`src/rtl/trng_pkg.sv`:
```
// Shared FSM encoding and default health-test constants for the TRNG word packer.
package trng_pkg;

   localparam int DEF_RCT_CUTOFF = 32;
   localparam int DEF_APT_WINDOW = 512;
   localparam int DEF_APT_CUTOFF = 410;

   typedef enum logic [1:0] {
      ST_IDLE = 2'd0,
      ST_FILL = 2'd1,
      ST_FAIL = 2'd2
   } state_e;

endpackage

```
`src/rtl/trng_health_test.sv`:
```
// Repetition-count test, plus the adaptive-proportion test when TRNG_APT_EN is defined.
// trip is combinational on the offending strobe so the packer can refuse that very bit.
module trng_health_test
   import trng_pkg::*;
#(
   parameter int RCT_CUTOFF = DEF_RCT_CUTOFF,
   parameter int APT_WINDOW = DEF_APT_WINDOW,
   parameter int APT_CUTOFF = DEF_APT_CUTOFF
) (
   input  logic clk,
   input  logic rst,
   input  logic clear,
   input  logic strobe,
   input  logic bit_in,
   output logic trip
);

   localparam logic [7:0] RCT_LIM = 8'(RCT_CUTOFF);

   logic       last_q, last_d;
   logic [7:0] run_q, run_d, run_next;
   logic       rct_trip;

   always_comb begin
      run_next = 8'd1;
      if (run_q != 8'd0 && bit_in == last_q)
         run_next = (run_q < RCT_LIM) ? run_q + 8'd1 : RCT_LIM;
      rct_trip = strobe && (run_next == RCT_LIM);
      last_d   = last_q;
      run_d    = run_q;
      if (clear) begin
         last_d = 1'b0;
         run_d  = 8'd0;
      end else if (strobe) begin
         last_d = bit_in;
         run_d  = run_next;
      end
   end

   always_ff @(posedge clk or negedge rst) begin
      if (!rst) begin
         last_q <= 1'b0;
         run_q  <= 8'd0;
      end else begin
         last_q <= last_d;
         run_q  <= run_d;
      end
   end

`ifdef TRNG_APT_EN
   localparam int            AW       = $clog2(APT_WINDOW + 1);
   localparam logic [AW-1:0] WIN_LAST = AW'(APT_WINDOW - 1);
   localparam logic [AW-1:0] APT_LIM  = AW'(APT_CUTOFF);

   logic [AW-1:0] win_q, win_d, match_q, match_d, match_next;
   logic          ref_q, ref_d, apt_trip;

   // The first bit of each window is the reference and counts as its own first match.
   always_comb begin
      match_next = AW'(1);
      if (win_q != '0)
         match_next = match_q + ((bit_in == ref_q) ? AW'(1) : AW'(0));
      apt_trip = strobe && (match_next == APT_LIM);
      win_d    = win_q;
      match_d  = match_q;
      ref_d    = ref_q;
      if (clear) begin
         win_d   = '0;
         match_d = '0;
         ref_d   = 1'b0;
      end else if (strobe) begin
         if (win_q == '0)
            ref_d = bit_in;
         match_d = match_next;
         win_d   = (win_q == WIN_LAST) ? '0 : win_q + AW'(1);
      end
   end

   always_ff @(posedge clk or negedge rst) begin
      if (!rst) begin
         win_q   <= '0;
         match_q <= '0;
         ref_q   <= 1'b0;
      end else begin
         win_q   <= win_d;
         match_q <= match_d;
         ref_q   <= ref_d;
      end
   end

   assign trip = rct_trip || apt_trip;
`else
   // APT parameters have no effect when the adaptive-proportion test is compiled out.
   localparam int APT_PARAMS_UNUSED = APT_WINDOW + APT_CUTOFF;

   assign trip = rct_trip;
`endif

endmodule

```
`src/rtl/trng_word_packer.sv`:
```
// Packs health-tested random bits LSB-first into WORD_W-bit words with a valid/ready output.
// Define TRNG_APT_EN to add the adaptive-proportion test to the health checks.
module trng_word_packer
   import trng_pkg::*;
#(
   parameter int WORD_W     = 32,
   parameter int RCT_CUTOFF = DEF_RCT_CUTOFF,
   parameter int APT_WINDOW = DEF_APT_WINDOW,
   parameter int APT_CUTOFF = DEF_APT_CUTOFF
) (
   input  logic              clk,
   input  logic              rst,
   input  logic              enable,
   input  logic              bit_in,
   input  logic              bit_valid,
   output logic [WORD_W-1:0] word_out,
   output logic              word_valid,
   input  logic              word_ready,
   output logic              health_fail,
   output logic              overrun,
   input  logic              clear_fail
);

   localparam int            CW       = $clog2(WORD_W + 1);
   localparam logic [CW-1:0] CNT_FULL = CW'(WORD_W);
   localparam logic [CW-1:0] CNT_LAST = CW'(WORD_W - 1);

   state_e            state_q, state_d;
   logic [WORD_W-1:0] shift_q, shift_d, out_q, out_d;
   logic [CW-1:0]     cnt_q, cnt_d;
   logic              valid_q, valid_d, fail_q, fail_d, ovr_q, ovr_d;
   logic              accept, trip, trip_eff, out_free, full;

   assign accept   = enable && bit_valid && (state_q == ST_FILL);
   assign trip_eff = trip && !clear_fail;
   assign out_free = !valid_q || word_ready;
   assign full     = (cnt_q == CNT_FULL);

   trng_health_test #(
      .RCT_CUTOFF(RCT_CUTOFF),
      .APT_WINDOW(APT_WINDOW),
      .APT_CUTOFF(APT_CUTOFF)
   ) u_health (
      .clk    (clk),
      .rst    (rst),
      .clear  (state_q != ST_FILL),
      .strobe (accept),
      .bit_in (bit_in),
      .trip   (trip)
   );

   // A held full shifter moves out as soon as the slot frees, so the new bit can start the next word.
   always_comb begin
      state_d = state_q;
      shift_d = shift_q;
      cnt_d   = cnt_q;
      out_d   = out_q;
      valid_d = valid_q;
      fail_d  = fail_q;
      ovr_d   = ovr_q;
      if (valid_q && word_ready)
         valid_d = 1'b0;
      case (state_q)
         ST_IDLE: begin
            if (enable)
               state_d = ST_FILL;
         end
         ST_FILL: begin
            if (trip_eff) begin
               state_d = ST_FAIL;
               fail_d  = 1'b1;
               valid_d = 1'b0;
               shift_d = '0;
               cnt_d   = '0;
            end else if (!enable) begin
               state_d = ST_IDLE;
               shift_d = '0;
               cnt_d   = '0;
            end else begin
               if (full && out_free) begin
                  out_d   = shift_q;
                  valid_d = 1'b1;
                  shift_d = '0;
                  cnt_d   = '0;
               end
               if (accept) begin
                  if (full && !out_free) begin
                     ovr_d = 1'b1;
                  end else if (cnt_d == CNT_LAST && out_free) begin
                     out_d   = {bit_in, shift_d[WORD_W-1:1]};
                     valid_d = 1'b1;
                     shift_d = '0;
                     cnt_d   = '0;
                  end else begin
                     shift_d = {bit_in, shift_d[WORD_W-1:1]};
                     cnt_d   = cnt_d + CW'(1);
                  end
               end
            end
         end
         ST_FAIL: begin
            if (clear_fail)
               state_d = ST_IDLE;
         end
         default: state_d = ST_IDLE;
      endcase
      if (clear_fail) begin
         fail_d = 1'b0;
         ovr_d  = 1'b0;
      end
   end

   always_ff @(posedge clk or negedge rst) begin
      if (!rst) begin
         state_q <= ST_IDLE;
         shift_q <= '0;
         cnt_q   <= '0;
         out_q   <= '0;
         valid_q <= 1'b0;
         fail_q  <= 1'b0;
         ovr_q   <= 1'b0;
      end else begin
         state_q <= state_d;
         shift_q <= shift_d;
         cnt_q   <= cnt_d;
         out_q   <= out_d;
         valid_q <= valid_d;
         fail_q  <= fail_d;
         ovr_q   <= ovr_d;
      end
   end

   assign word_out    = out_q;
   assign word_valid  = valid_q;
   assign health_fail = fail_q;
   assign overrun     = ovr_q;

endmodule

```
`config.mk`:
```
export PLATFORM = sky130hd
export DESIGN_NAME = trng_word_packer
export DESIGN_NICKNAME = d
export VERILOG_FILES = /design/src/rtl/trng_pkg.sv /design/src/rtl/trng_health_test.sv /design/src/rtl/trng_word_packer.sv
export SDC_FILE = /design/constraint.sdc
export NUM_CORES = 1
export LEC_CHECK = 0
export CAP_MARGIN = 15
export CORE_ASPECT_RATIO = 1.1
export CORE_MARGIN = 2
export CORE_UTILIZATION = 30
export DETAILED_ROUTE_END_ITERATION = 16
export GPL_TIMING_DRIVEN = 0
export SKIP_CTS_REPAIR_TIMING = 1
export SLEW_MARGIN = 10
export SYNTH_ARGS = -nofsm -noshare
export SYNTH_HDL_FRONTEND = slang
export SYNTH_SLANG_ARGS = --single-unit
```
`constraint.sdc`:
```
create_clock -name clk -period 2.6 [get_ports clk]
set_input_delay 0.52 -clock clk [delete_from_list [all_inputs] [get_ports clk]]
set_output_delay 0.52 -clock clk [all_outputs]
set_load 0.03 [all_outputs]
```
==> report_table.html <==
<table>
<tr><th>Metric</th><th>Value</th></tr>
<tr><th colspan="2">Outcome</th></tr>
<tr><td>Result of the run</td><td>finished clean</td></tr>
<tr><th colspan="2">Clocking</th></tr>
<tr><td>CTS tree</td><td>done</td></tr>
<tr><td>Clk_lat worst skew</td><td>340 ps</td></tr>
<tr><td>Number of levels in the clock H-tree</td><td>3</td></tr>
<tr><td>Clock tree sinks</td><td>84</td></tr>
<tr><td>Number of buffers created by CTS</td><td>9</td></tr>
<tr><td>Clk pin slew, worst setup/hold paths</td><td>60 ps</td></tr>
<tr><td>Root buf cell</td><td>clkbuf_16</td></tr>
<tr><td>Number of buffers between clock root and the deepest sink</td><td>2</td></tr>
<tr><th colspan="2">Global route</th></tr>
<tr><td>Number of antenna violations at the first check in global routing</td><td>0</td></tr>
<tr><td>Largest net degree at the start of global routing</td><td>63</td></tr>
<tr><td>Number of global-route vias before repair</td><td>2,851</td></tr>
<tr><td>Total congestion overflow</td><td>0</td></tr>
<tr><td>Total GRT Usage</td><td>13.82%</td></tr>
<tr><td>Global-route wire length before repair</td><td>14.50 mm</td></tr>
<tr><th colspan="2">Synthesis</th></tr>
<tr><td>Total nets after synthesis</td><td>between 300 and 400</td></tr>
<tr><td>Post-Syn Area per Cell</td><td>12.02 um^2</td></tr>
<tr><td>Multiplexer fraction of the synthesized cell area</td><td>0.2704%</td></tr>
<tr><td>Fraction of registers with async set/reset</td><td>between 90% and 100%</td></tr>
<tr><td>Post-synthesis compound-gate area fraction</td><td>between 20 and 30%</td></tr>
<tr><td>Sequential element share of the synthesized area</td><td>56.78%</td></tr>
<tr><td>Top-area cell type share of the netlist area</td><td>between 50% and 60%</td></tr>
<tr><td>Adder-Cell Fraction of Synth Area</td><td>under 10%</td></tr>
<tr><td>Synthesis warning total</td><td>0</td></tr>
<tr><td>Number of enable-type register cells in the synthesized netlist</td><td>0</td></tr>
<tr><td>Area share of xor/xnor cells in the synthesized design</td><td>less than 1%</td></tr>
<tr><td>Simple-Gate Fraction of Synth Area</td><td>8.584%</td></tr>
<tr><td>Synth Instances</td><td>308</td></tr>
<tr><td>Prevailing post-synth register cell</td><td>dfrtp_1</td></tr>
<tr><td>Most instantiated cells after synthesis</td><td>dfrtp_1, a22o_1, a22oi_1</td></tr>
<tr><td>Netlist area before placement</td><td>3702 um^2</td></tr>
<tr><td>Distinct cells, synth</td><td>45</td></tr>
<tr><td>Synth area leaders</td><td>dfrtp_1, a22o_1, o2bb2ai_1</td></tr>
<tr><td>Cell with the most instances after synthesis</td><td>dfrtp_1</td></tr>
<tr><td>Largest family of logic cells by synthesized area</td><td>compound AO/OA/AOI/OAI gates</td></tr>
<tr><td>Flops &amp; latches, synth</td><td>84</td></tr>
<tr><td>Largest area contributor in the synthesized netlist</td><td>dfrtp_1</td></tr>
<tr><th colspan="2">Cells and area</th></tr>
<tr><td>Post-route design area</td><td>4706 um^2</td></tr>
<tr><td>Share of final-layout standard cells stronger than drive strength 1</td><td>10.60%</td></tr>
<tr><td>Post-route core utilization</td><td>39.10%</td></tr>
<tr><td>Post-layout nets</td><td>374</td></tr>
<tr><td>Layout overhead on the synthesized area</td><td>27.10%</td></tr>
<tr><td>Number of filler instances in the final layout</td><td>1,163</td></tr>
<tr><td>Finished Layout Cells</td><td>522</td></tr>
<tr><td>Antenna cell count</td><td>0</td></tr>
<tr><th colspan="2">Worst setup path</th></tr>
<tr><td>CP max-delay cell</td><td>dfrtp_1</td></tr>
<tr><td>Arrival time at the worst endpoint</td><td>between 2000 and 3000 ps</td></tr>
<tr><td>Worst setup SP type</td><td>register</td></tr>
<tr><td>Cell Chain, Critical Path</td><td>inv_1 -&gt; ha_1 -&gt; or2_1 -&gt; o32a_4 -&gt; o21a_4 -&gt; a21o_1 -&gt; buf_6 -&gt; buf_6 -&gt; a22o_1</td></tr>
<tr><td>Critical path endpoint category</td><td>register</td></tr>
<tr><td>Worst stage delay on the critical path</td><td>440 ps</td></tr>
<tr><td>Type of the worst setup path</td><td>reg2reg</td></tr>
<tr><td>Critical Path Fanout Max</td><td>10</td></tr>
<tr><td>Most numerous cell on the critical path</td><td>buf_6</td></tr>
<tr><td>Endpoint required time on the critical path</td><td>2820 ps</td></tr>
<tr><th colspan="2">Drt</th></tr>
<tr><td>DRC violations left</td><td>0</td></tr>
<tr><td>Remaining antenna violation count</td><td>0</td></tr>
<tr><td>Vias post-DR</td><td>2,752</td></tr>
<tr><td>Wire length reported by the detailed router</td><td>8.360 mm</td></tr>
<tr><td>Starting DRC count in detailed routing</td><td>174</td></tr>
<tr><td>First-pass detailed-route iteration total</td><td>5</td></tr>
<tr><td>Post-DR vias/cell</td><td>~5.3</td></tr>
<tr><td>Post-detailed-route wirelength per cell</td><td>16.02 um</td></tr>
<tr><th colspan="2">Die</th></tr>
<tr><td>Core Area</td><td>12,030 um^2</td></tr>
<tr><td>Starting Density</td><td>a little under a third</td></tr>
<tr><td>Ports</td><td>42</td></tr>
<tr><td>Row Count</td><td>42</td></tr>
<tr><td>Die Wd</td><td>109.9 um</td></tr>
<tr><td>Overall die height</td><td>120.5 um</td></tr>
<tr><td>DIE AREA</td><td>around 13,000 um^2</td></tr>
<tr><th colspan="2">Timing</th></tr>
<tr><td>Slew Limit Headroom</td><td>58.72%</td></tr>
<tr><td>F_max</td><td>roughly 400 MHz</td></tr>
<tr><td>Setup violations, final</td><td>0</td></tr>
<tr><td>Final period util</td><td>between 90% and 100%</td></tr>
<tr><td>Min Tclk post-route</td><td>2478 ps</td></tr>
<tr><td>Worst-Margin Slew</td><td>619.2 ps</td></tr>
<tr><td>Clock Skews</td><td>7.133 ps</td></tr>
<tr><td>Worst hold slack</td><td>78.55 ps</td></tr>
<tr><td>Hold Violations, Final</td><td>0</td></tr>
<tr><td>Number of pins with negative max-slew slack in the final report</td><td>0</td></tr>
<tr><th colspan="2">Pwr</th></tr>
<tr><td>Combinational cell fraction of total power</td><td>5.1%</td></tr>
<tr><td>Maximum vdd ir drop</td><td>0.0004671 V</td></tr>
<tr><td>Power density over the cells</td><td>614.7 nW/um^2</td></tr>
<tr><td>Final total power</td><td>2.892 mW</td></tr>
<tr><td>Clock share of power</td><td>48.9%</td></tr>
<tr><td>Leakage power</td><td>1.941 nW</td></tr>
<tr><td>Net switching power figure</td><td>0.6447 mW</td></tr>
<tr><td>Sequential fraction of design power</td><td>between 40% and 50%</td></tr>
<tr><td>Cell internal power dissipation</td><td>2.248 mW</td></tr>
<tr><td>Switching part of the total power</td><td>22.29%</td></tr>
<tr><th colspan="2">Placement</th></tr>
<tr><td>Placed Cells incl. Taps</td><td>504</td></tr>
<tr><td>Final HPWL DP</td><td>around 5.5 mm</td></tr>
<tr><td>Buffers on Ports</td><td>41</td></tr>
<tr><td>Placer's final routability congestion estimate</td><td>0.7798</td></tr>
<tr><td>Instance area after placement</td><td>4330 um^2</td></tr>
<tr><th colspan="2">Worst hold path</th></tr>
<tr><td>Path category of the worst min-delay check</td><td>in2async</td></tr>
<tr><th colspan="2">Run</th></tr>
<tr><td>Max-cap check violation count</td><td>0</td></tr>
</table>
## per-layer routing
| metal | vias up | share of wire, % | routed length [um] | track usage, % |
|---|---|---|---|---|
| li1 | 1309 | - | - | - |
| met1 | 1377 | 51 | 4222 | 20.23 |
| met2 | 59 | 45 | 3734 | 20.17 |
| met3 | 7 | 3.8 | 320 | 3.504 |
| met4 | 0 | 0.99 | 83 | 3.797 |
| met5 | - | 0 | 0 | 0 |
## critical path, delay by kind of cell (launching register included)
kind            cells  cell delay (ps)
flops               1              440
simple gates        1              240
buf+inv             3              350
compound gates      4             1010
fa+ha+maj           1              320
## power groups by stage
stage                     Clock [mW]  Combinational, mW  Sequential [mW]
after floorplan                    0             0.0654             1.36
after global placement             0              0.140             1.35
after detailed placement           0              0.146             1.35
after CTS                       1.44              0.147             1.33
after global routing            1.51              0.167             1.33
final                           1.41              0.148             1.33
## per-stage QoR
stage	setup TNS, ps	setup slack (ps)
floorplan	0	299.4
global placement	-189940	-2044
detailed placement	-17850	-346.5
CTS	-3176	-152.4
global route	-33.56	-11.73
finish	0	122.0
## cell type report
cell class                      instances  area [um^2]  share of cell area, %
Timing Repair Buffer                   44        450.4                  9.572
Clock buffer                           10        239.0                  5.078
Buffer                                 21        120.1                  2.553
Inverter                               10        37.54                 0.7977
Multi-Input combinational cell        193         1470                  31.24
Sequential cell                        84         2102                  44.67
Clock inverter                          6        93.84                  1.994
Tap cell                              154        192.7                  4.095
## flip-flops by register name (all words and copies together), names as in the netlist
| name | count |
|---|---|
| shift_q | 32 |
| word_out | 32 |
| u_health.run_q | 8 |
| cnt_q | 6 |
| state_q | 2 |
| health_fail | 1 |
| overrun | 1 |
| u_health.last_q | 1 |
| word_valid | 1 |
## layout by cell type, fill, tap and decap left out, drive strengths merged, types with 2 or more instances in the layout
cell type       n
a21o            5
a21oi           5
a22o           36
a22oi          32
a31oi           2
and2            4
and3            2
buf            11
bufinv          2
clkbuf         24
clkdlybuf4s50  40
dfrtp          84
ha              4
inv            12
nand2          12
nand2b          3
nand3           5
nand4           2
nor2            7
nor2b           3
nor3            8
nor4            2
o21ai          10
o22ai           3
o2bb2ai        31
o31ai           2
or3             2
## final timing paths
path | slack, ps | depth (start not counted) | end | startpoint
setup / recovery | 120 | 9 | shift_q[17] | u_health.run_q[0]
hold / removal | 80 | 1 | cnt_q[4] | rst
setup reg to reg | 120 | 9 | shift_q[17] | u_health.run_q[0]
hold reg to reg | 490 | 1 | word_out[8] | word_out[8]
max in group asynchronous | 1920 | 2 | cnt_q[0] | rst
min in group clk | 490 | 1 | word_out[8] | word_out[8]
## cells by family (layout without fill, tap and decap cells)
| kind of cell | after synthesis | count (layout) |
|---|---|---|
| multiplexers | 1 | 1 |
| adder cells (fa/ha/maj) | 4 | 4 |
| flip-flops | 84 | 84 |
| buffers and inverters | 31 | 91 |
| XOR/XNOR | 2 | 2 |
| AO/OA/AOI/OAI | 131 | 131 |
| AND/OR/NAND/NOR | 55 | 55 |
No activity file was read; power rests on OpenSTA's default activity.
